--- config.mk ---
export PLATFORM = sky130hd
export DESIGN_NAME = lightshow_sequencer
export DESIGN_NICKNAME = d
export VERILOG_FILES = /design/src/rtl/lightshow_sequencer.sv
export SDC_FILE = /design/constraint.sdc
export NUM_CORES = 2
export LEC_CHECK = 0
export ABC_AREA = 1
export CORE_MARGIN = 1
export CORE_UTILIZATION = 61
export DETAILED_ROUTE_END_ITERATION = 7
export PLACE_DENSITY = 0.8
export SYNTH_ARGS = -nofsm -noshare
export SYNTH_HDL_FRONTEND = slang
export SYNTH_SLANG_ARGS = --single-unit
--- constraint.sdc ---
create_clock -name i_axi_clk -period 5.5 [get_ports i_axi_clk]
set_clock_uncertainty 0.15 [all_clocks]
set_input_delay 0.55 -clock i_axi_clk [delete_from_list [all_inputs] [get_ports i_axi_clk]]
set_output_delay 0.55 -clock i_axi_clk [all_outputs]
set_load 0.02 [all_outputs]
--- src/rtl/lightshow_sequencer.sv ---
// AXI4-Lite write-only master that replays a programmable (address, data) table
// as frames of single-beat writes, optionally looping with an idle gap.
module lightshow_sequencer #(
    parameter int ADDR_WIDTH   = 32,
    parameter int DATA_WIDTH   = 32,
    parameter int TABLE_DEPTH  = 16,
    parameter int PERIOD_WIDTH = 32,
    localparam int IW          = $clog2(TABLE_DEPTH),
    localparam int STRB_W      = DATA_WIDTH / 8
) (
    input  logic                    i_axi_clk,
    input  logic                    i_axi_rst,
    input  logic                    i_tbl_we,
    input  logic [IW-1:0]           i_tbl_idx,
    input  logic [ADDR_WIDTH-1:0]   i_tbl_addr,
    input  logic [DATA_WIDTH-1:0]   i_tbl_data,
    input  logic [IW:0]             i_count,
    input  logic [PERIOD_WIDTH-1:0] i_frame_period,
    input  logic                    i_loop,
    input  logic                    i_start,
    input  logic                    i_stop,
    output logic                    o_busy,
    output logic                    o_frame_done,
    output logic                    o_error,
    output logic [15:0]             o_frame_count,
    output logic                    o_awvalid,
    output logic [ADDR_WIDTH-1:0]   o_awaddr,
    input  logic                    i_awready,
    output logic                    o_wvalid,
    output logic [DATA_WIDTH-1:0]   o_wdata,
    output logic [STRB_W-1:0]       o_wstrb,
    input  logic                    i_wready,
    input  logic                    i_bvalid,
    input  logic [1:0]              i_bresp,
    output logic                    o_bready
);

    typedef enum logic [2:0] {
        S_IDLE,
        S_ISSUE,
        S_RESP,
        S_FRAME_END,
        S_WAIT
    } state_t;

    state_t                  r_state;
    state_t                  w_next;

    logic [ADDR_WIDTH-1:0]   r_tbl_addr [TABLE_DEPTH];
    logic [DATA_WIDTH-1:0]   r_tbl_data [TABLE_DEPTH];

    logic [IW-1:0]           r_idx;
    logic [IW-1:0]           w_next_idx;
    logic [IW:0]             r_count;
    logic [PERIOD_WIDTH-1:0] r_period;
    logic [PERIOD_WIDTH-1:0] r_wait_cnt;
    logic                    r_loop;
    logic                    r_stop;
    logic                    r_error;
    logic [15:0]             r_frame_count;
    logic                    r_awvalid;
    logic                    r_wvalid;
    logic [ADDR_WIDTH-1:0]   r_awaddr;
    logic [DATA_WIDTH-1:0]   r_wdata;

    logic                    w_stop_req;
    logic                    w_aw_ok;
    logic                    w_w_ok;
    logic                    w_last;
    logic                    w_issue_enter;
    logic                    w_start;

    // Table has no reset; an entry is read at the moment its write is issued.
    always_ff @(posedge i_axi_clk) begin
        if (i_tbl_we) begin
            r_tbl_addr[i_tbl_idx] <= i_tbl_addr;
            r_tbl_data[i_tbl_idx] <= i_tbl_data;
        end
    end

    assign w_start    = (r_state == S_IDLE) && i_start;
    assign w_stop_req = r_stop || i_stop;
    assign w_aw_ok    = !r_awvalid || i_awready;
    assign w_w_ok     = !r_wvalid || i_wready;
    assign w_last     = (({1'b0, r_idx} + (IW+1)'(1)) >= r_count);

    always_comb begin
        w_next     = r_state;
        w_next_idx = r_idx;
        case (r_state)
            S_IDLE: begin
                if (i_start) begin
                    w_next_idx = '0;
                    w_next     = (i_count == '0) ? S_FRAME_END : S_ISSUE;
                end
            end
            S_ISSUE: begin
                if (w_aw_ok && w_w_ok)
                    w_next = S_RESP;
            end
            S_RESP: begin
                if (i_bvalid) begin
                    if (w_stop_req) begin
                        w_next = S_IDLE;
                    end else if (!w_last) begin
                        w_next     = S_ISSUE;
                        w_next_idx = r_idx + IW'(1);
                    end else begin
                        w_next = S_FRAME_END;
                    end
                end
            end
            S_FRAME_END: begin
                if (r_loop && !w_stop_req) begin
                    w_next_idx = '0;
                    if (r_period != '0)
                        w_next = S_WAIT;
                    else
                        w_next = (r_count == '0) ? S_FRAME_END : S_ISSUE;
                end else begin
                    w_next = S_IDLE;
                end
            end
            S_WAIT: begin
                if (w_stop_req) begin
                    w_next = S_IDLE;
                end else if (r_wait_cnt == '0) begin
                    w_next_idx = '0;
                    w_next     = (r_count == '0) ? S_FRAME_END : S_ISSUE;
                end
            end
            default: w_next = S_IDLE;
        endcase
    end

    assign w_issue_enter = (w_next == S_ISSUE) && (r_state != S_ISSUE);

    always_ff @(posedge i_axi_clk or posedge i_axi_rst) begin
        if (i_axi_rst) begin
            r_state       <= S_IDLE;
            r_idx         <= '0;
            r_count       <= '0;
            r_period      <= '0;
            r_wait_cnt    <= '0;
            r_loop        <= 1'b0;
            r_stop        <= 1'b0;
            r_error       <= 1'b0;
            r_frame_count <= '0;
            r_awvalid     <= 1'b0;
            r_wvalid      <= 1'b0;
            r_awaddr      <= '0;
            r_wdata       <= '0;
        end else begin
            r_state <= w_next;
            r_idx   <= w_next_idx;

            if (w_start) begin
                r_count  <= i_count;
                r_period <= i_frame_period;
                r_loop   <= i_loop;
            end

            // Stop request lives until IDLE is reached; ignored while idle.
            if (w_next == S_IDLE)
                r_stop <= 1'b0;
            else if (i_stop && r_state != S_IDLE)
                r_stop <= 1'b1;

            if (w_start)
                r_error <= 1'b0;
            else if (r_state == S_RESP && i_bvalid && i_bresp != 2'b00)
                r_error <= 1'b1;

            if (w_start)
                r_frame_count <= '0;
            else if (r_state == S_FRAME_END)
                r_frame_count <= r_frame_count + 16'd1;

            // Loaded with period-1 so WAIT lasts exactly period cycles.
            if (r_state == S_FRAME_END)
                r_wait_cnt <= r_period - PERIOD_WIDTH'(1);
            else if (r_state == S_WAIT && r_wait_cnt != '0)
                r_wait_cnt <= r_wait_cnt - PERIOD_WIDTH'(1);

            if (w_issue_enter) begin
                r_awvalid <= 1'b1;
                r_wvalid  <= 1'b1;
                r_awaddr  <= r_tbl_addr[w_next_idx];
                r_wdata   <= r_tbl_data[w_next_idx];
            end else begin
                if (r_awvalid && i_awready)
                    r_awvalid <= 1'b0;
                if (r_wvalid && i_wready)
                    r_wvalid <= 1'b0;
            end
        end
    end

    assign o_busy        = (r_state != S_IDLE);
    assign o_frame_done  = (r_state == S_FRAME_END);
    assign o_bready      = (r_state == S_RESP);
    assign o_error       = r_error;
    assign o_frame_count = r_frame_count;
    assign o_awvalid     = r_awvalid;
    assign o_awaddr      = r_awaddr;
    assign o_wvalid      = r_wvalid;
    assign o_wdata       = r_wdata;
    assign o_wstrb       = '1;

endmodule

---- After elaboration in Yosys (flattened, before gate mapping) ----
Memories as Yosys holds them, arrays and structs flattened. A register that Yosys moved wholly into a read port is not among the register bits.
Cells that the tools add are included.
storage, ports and cells
  register bits ........................... 97
  bits in writable memories ............... 1024
  output and inout bits ................... 90
  memories kept ........................... 2
  word-level logic and storage cells ...... 90
cells by class
  reductions and logical operators ........ 31
  magnitude comparators ................... 1
  mux-type cells .......................... 34
  add/sub/neg operators ................... 5
  equal/unequal tests ..................... 6
memory list
  memory      depth  width  rd ports  clocked after memory_dff  wr ports  RTL line  source
  r_tbl_addr  16     32     1         1                         1         49        logic [ADDR_WIDTH-1:0] r_tbl_addr [TABLE_DEPTH];
  r_tbl_data  16     32     1         1                         1         50        logic [DATA_WIDTH-1:0] r_tbl_data [TABLE_DEPTH];
operators with widths
  kind                   number
  $mux 32                2
  $reduce_bool 32->1     2
  $sub 32x1->32 const B  2
  $logic_not 32->1       1
  $mux 16                2
  $mux 4                 7
  $mux 3                 7
  $add 16x1->16 const B  1
  $pmux 4 s4             1
  $pmux 3 s5             1
  $reduce_bool 2->1      7
  $logic_and 1x1->1      10
  $logic_not 5->1        2
  $mux 1                 10
  $mux 2                 4
  $eq 3x1->1 const B     2
  $eq 3x2->1 const B     2
  $logic_not 3->1        2
  $add 4x1->5 const B    1
  $ge 5x5->1             1
  $add 4x1->4 const B    1
  $eq 3x3->1 const B     1
  $logic_not 1->1        3
  $logic_or 1x1->1       3
  other kinds (2)        2

---- Logic depth before layout (Yosys ltp) ----
  depth in word-level cells ............... 9
  mapped depth ............................ 22
  mapped depth without buffers ............ 20

---- Worst setup path before layout ----
No wires, ideal clock.
  path kind ............................... input to register
  from .................................... input i_tbl_idx[0]
  to ...................................... memory r_tbl_addr[13][0], enable pin
  stages on the path ...................... 4
  data arrival time ....................... 3.432 ns
  buffers on the path ..................... 0
  setup time .............................. 0.486 ns
  setup slack ............................. 1.432 ns
  cells stage by stage .................... inv_1 -> nor2_1 -> nand2_1 -> nor2_1
RTL lines
  what         RTL line  source
  from (decl)  14        input logic [IW-1:0] i_tbl_idx,
  to (decl)    49
Straight into the memory's write port.

---- Worst setup path in the final report ----
  from .................................... register r_idx[0]
  to ...................................... register r_wdata[26] (netlist: o_wdata[26]) (read register of r_tbl_data)
between the ends
  word-level cells in the longest chain between the ends .. 8
  elaborated cells between the ends (all ways) .. 17
  classes of those cells .................. 2 x add/sub; 1 x order compare; 1 x eq/ne; 12 x mux; 1 x reduce/logical
RTL lines
  what                    RTL line  source
  from (decl)             52        logic [IW-1:0] r_idx;
  from (signal assigned)  155       r_idx <= w_next_idx;
  $add 4x1->5             85        assign w_last = (({1'b0, r_idx} + (IW+1)'(1)) >= r_count);
  $ge 5x5->1              85
  $mux 2                  105       end else if (!w_last) begin
  $mux 2                  103       if (w_stop_req) begin
  $mux 3                  102       if (i_bvalid) begin
  $pmux 3 s5              90        case (r_state)
  $eq 3x1->1              136       assign w_issue_enter = (w_next == S_ISSUE) && (r_state != S_ISSUE);
  $logic_and 1x1->1       136
  to (decl)               64        logic [DATA_WIDTH-1:0] r_wdata;
Parallel ways exist; a longest one is shown, timed or not.
A chain may end at the register's enable or synchronous reset.

==> summary.md <==
| Metric | Value |
|---|---|
| Status | finished, final reports clean |
| Clk Tree Root Cell | clkbuf_16 |
| Final min period | 4394 ps |
| Syn avg cell area | 10.18 um^2 |
| CP peak stage delay | 720 ps |
| Crit-path most repeated cell | nand2_1 |
| Final worst slack | 1106 ps |
| WL/cell | 21.03 um |
| Slew headroom | 5.294% |
| Period utilization | 79.90% |
| Largest cells by area after synthesis | edfxtp_1, nand3_1, nand2_1 |
| Share of cells above drive strength 1 | 5.766% |
| Final Wtd Congestion | 0.8595 |
| Worst r2r path cells | 19 |
| Synth Register Bits | 1185 |
| Number of synthesized flops with an enable pin | 1024 |
| Number of CTS-inserted buffers | 116 |
| CP Data Required Time | 5920 ps |
| CP endpoint kind | flip-flop |
| Post-route insts no fill | 6429 |
| DRT Wirelength | 135.2 mm |
| Largest family of logic cells by synthesized area | simple AND/OR/NAND/NOR gates |
| Compound-gate portion of the synthesized area | 1.521% |
| Main synth FF type | edfxtp_1 |
| Tot Pwr | 28.87 mW |
| Max Root-Sink Buffers | 3 |
| Peak supply drop | 0.7119 mV |
| Final Hold Viols | 0 |
| Final setup vio count | 0 |
| Setup Crit Path Kind | reg2reg |
| Commonest non-fill, non-tap cell in the layout | nand2_1 |
| Critical path peak fanout | 76 |
| Total number of vias | 37990 |
| R2r setup slk | 1110 ps |
| Vias in the first global route | 36650 |
| Pins Over Slew Limit | 0 |
| Final #Nets | 5311 |
| Core area | 83950 um^2 |
| Place WS | 1246 ps |
| Crit path cell chain | ha_1 -> nand2_1 -> nor2_1 -> ha_1 -> nand2_1 -> nor2_1 -> nand2_1 -> nand4_1 -> nor2_1 -> o21ai_4 -> buf_4 -> buf_4 -> nand3_1 -> nand3_1 -> nand3_1 -> nand3_1 -> nand2_1 -> nand2_1 -> nand2_1 |
| TNS Setup | 0 ps |
| Sink Count | 1185 |
| Post-synthesis mux area share | 0.01925% |
| P_leak | 24.35 nW |
| Largest net degree at the start of global routing | 234 |
| Post-Synthesis Cells | 5109 |
| Post-CTS setup buffers | 0 |
| Die Span Y | 293.9 um |
| Synth area leader | edfxtp_1 |
| Starting Density | 61.93% |
| GR Util All Layers | 31.15% |
| FF/Latch Area | 34780 um^2 |
| Vias/cell | 5.909 |
| Clk pin slew, worst setup/hold paths | 60 ps |
| Port bufs | 201 |
| Seq/Total Area, Yosys | 66.89% |
| Initial antenna violation count | 12 |
| Maxcap violations | 0 |
| CTS tree | built |
| Area of the multi-input gates | 13540 um^2 |
| # IOs | 206 |
| Hold path cells | 3 |
| Hold endpoint | r_period[9] |
| Dpl cells | 6203 |
| HP Start | i_frame_period[9] |
| R2R Path Start | r_idx[0] |
| Pwr per Cell Area | 491.1 nW/um^2 |
| Clock latency on the worst-skew pair | 700 ps |
| Hold WC Path Type | in2reg |
| Cell Area, Synth | 51990 um^2 |
| Most frequent cells in the layout | nand2_1, nand3_1, edfxtp_1 |
| Grt ovf | 0 |
| Area fraction of the dominant cell type after synthesis | 59.15% |
| P&R area growth vs syn | 13.06% |
| YS warnings | 0 |
| Ys async rst share | 13.59% |
| Synth cell types | 48 |
| Max stage delay cell, worst path | buf_4 |
| First-pass GRT wire length | 205.4 mm |
| Post-DP HPWL | 65.80 mm |
| H-tree depth | 3 |
| Fillers | 5549 |
| Cts repair resizes | 0 |
| Post-route DRC | 0 |
| CP bufs+invs | 2 |
| Simple-gate portion of the synthesized area | 23.75% |
| WHS | 261.7 ps |
| R2R Path End | o_wdata[26] |
| Die area | 86400 um^2 |
| Post-Synth Adder-Cell Area | 0.1925% |
| First drt pass iteration count | 8 |
| DIE WIDTH | 293.9 um |
| Iteration-0 DRC count of the detailed router | 5337 |
| Critical Path Start Type | flip-flop |
| Worst slew pin tran | 1417 ps |
| CP top delay family | simple AND/OR/NAND/NOR gates |
| Antenna Violating Nets Remaining | 0 |
| Post-Synth XOR/XNOR Area | 0.2022% |
| Row count | 106 |
| RSZ-0062 raised after global routing | no |
| Hold buffer count at cts | 0 |
| F_max | 227.6 MHz |
| Arrival @ worst endpoint | 4820 ps |
through the flow:
| step | area (um^2) | util (%) |
|---|---|---|
| finish | 58780 | 70.02 |
| global route | 58780 | 70.01 |
| CTS | 58770 | 70.00 |
| detailed placement | 54860 | 65.35 |
| global placement | 54860 | 65.35 |
| floorplan | 52000 | - |
per-layer routing:
metal | global-route usage (%) | part of all wire, % | wire [um] | vias to the layer above
li1 | - | - | - | 17190
met1 | 42.45 | 37 | 50620 | 18030
met2 | 49.41 | 47 | 63780 | 2420
met3 | 5.952 | 12 | 16360 | 335
met4 | 13.12 | 3.2 | 4351 | 14
met5 | 0 | 0.076 | 103 | -
cells in the mapped netlist, drive strengths merged, types with 6 or more instances:
master / count
xor2: 7
nor3: 22
o21ai: 91
buf: 256
nand3: 1178
nand2: 1482
a21oi: 31
dfrtp: 161
nand4: 8
inv: 620
clkbuf: 49
ha: 8
a31oi: 6
nor2: 122
nor4: 10
edfxtp: 1024
registers in the layout (all words and copies together) (netlist names):
name	flops
o_frame_count	16
r_tbl_data	512
r_state	3
r_stop	1
o_wdata	32
r_period	32
o_wvalid	1
r_loop	1
r_tbl_addr	512
r_wait_cnt	32
o_awaddr	32
o_error	1
r_idx	4
o_awvalid	1
r_count	5
worst max-delay path by stage:
stage / from / endpoint / cells after the start
5_1_grt: r_idx[0] / o_wdata[20] / 20
2_1_floorplan: i_axi_rst / o_awaddr[0] / 1
3_5_place_dp: r_idx[0] / o_awaddr[1] / 21
6_report: r_idx[0] / o_wdata[26] / 19
4_1_cts: r_idx[0] / o_wdata[26] / 19
3_3_place_gp: r_idx[0] / o_awaddr[2] / 21
power breakdown:
group          internal [mW]  total (mW)  switching [mW]
sequential              10.4        10.9           0.477
clock                   4.70        8.10            3.41
combinational           3.17        9.85            6.68
kinds of logic (layout without fill, tap and decap cells):
logic type | count (synthesis) | count (layout)
flops | 1185 | 1185
xor+xnor | 12 | 12
mux | 1 | 1
fa+ha+maj | 8 | 8
simple gates | 2831 | 2831
compound gates | 143 | 143
other cells | 1 | 9
buf+inv | 928 | 1106
worst min-delay path: stages:
cell and delay [ps]:
clkdlybuf4s50_1 400, nand2_1 70, nand2_1 50
layout make-up:
type                            instances  share of cell area [%]
Antenna cell                            5                 0.02129
Clock buffer                          161                   5.449
Sequential cell                      1185                   59.17
Timing Repair Buffer                  262                   4.691
Clock inverter                         60                   1.198
Multi-Input combinational cell       2999                   23.04
Tap cell                             1134                   2.414
Inverter                              623                   4.019
Power figures use the tool's default switching activity.
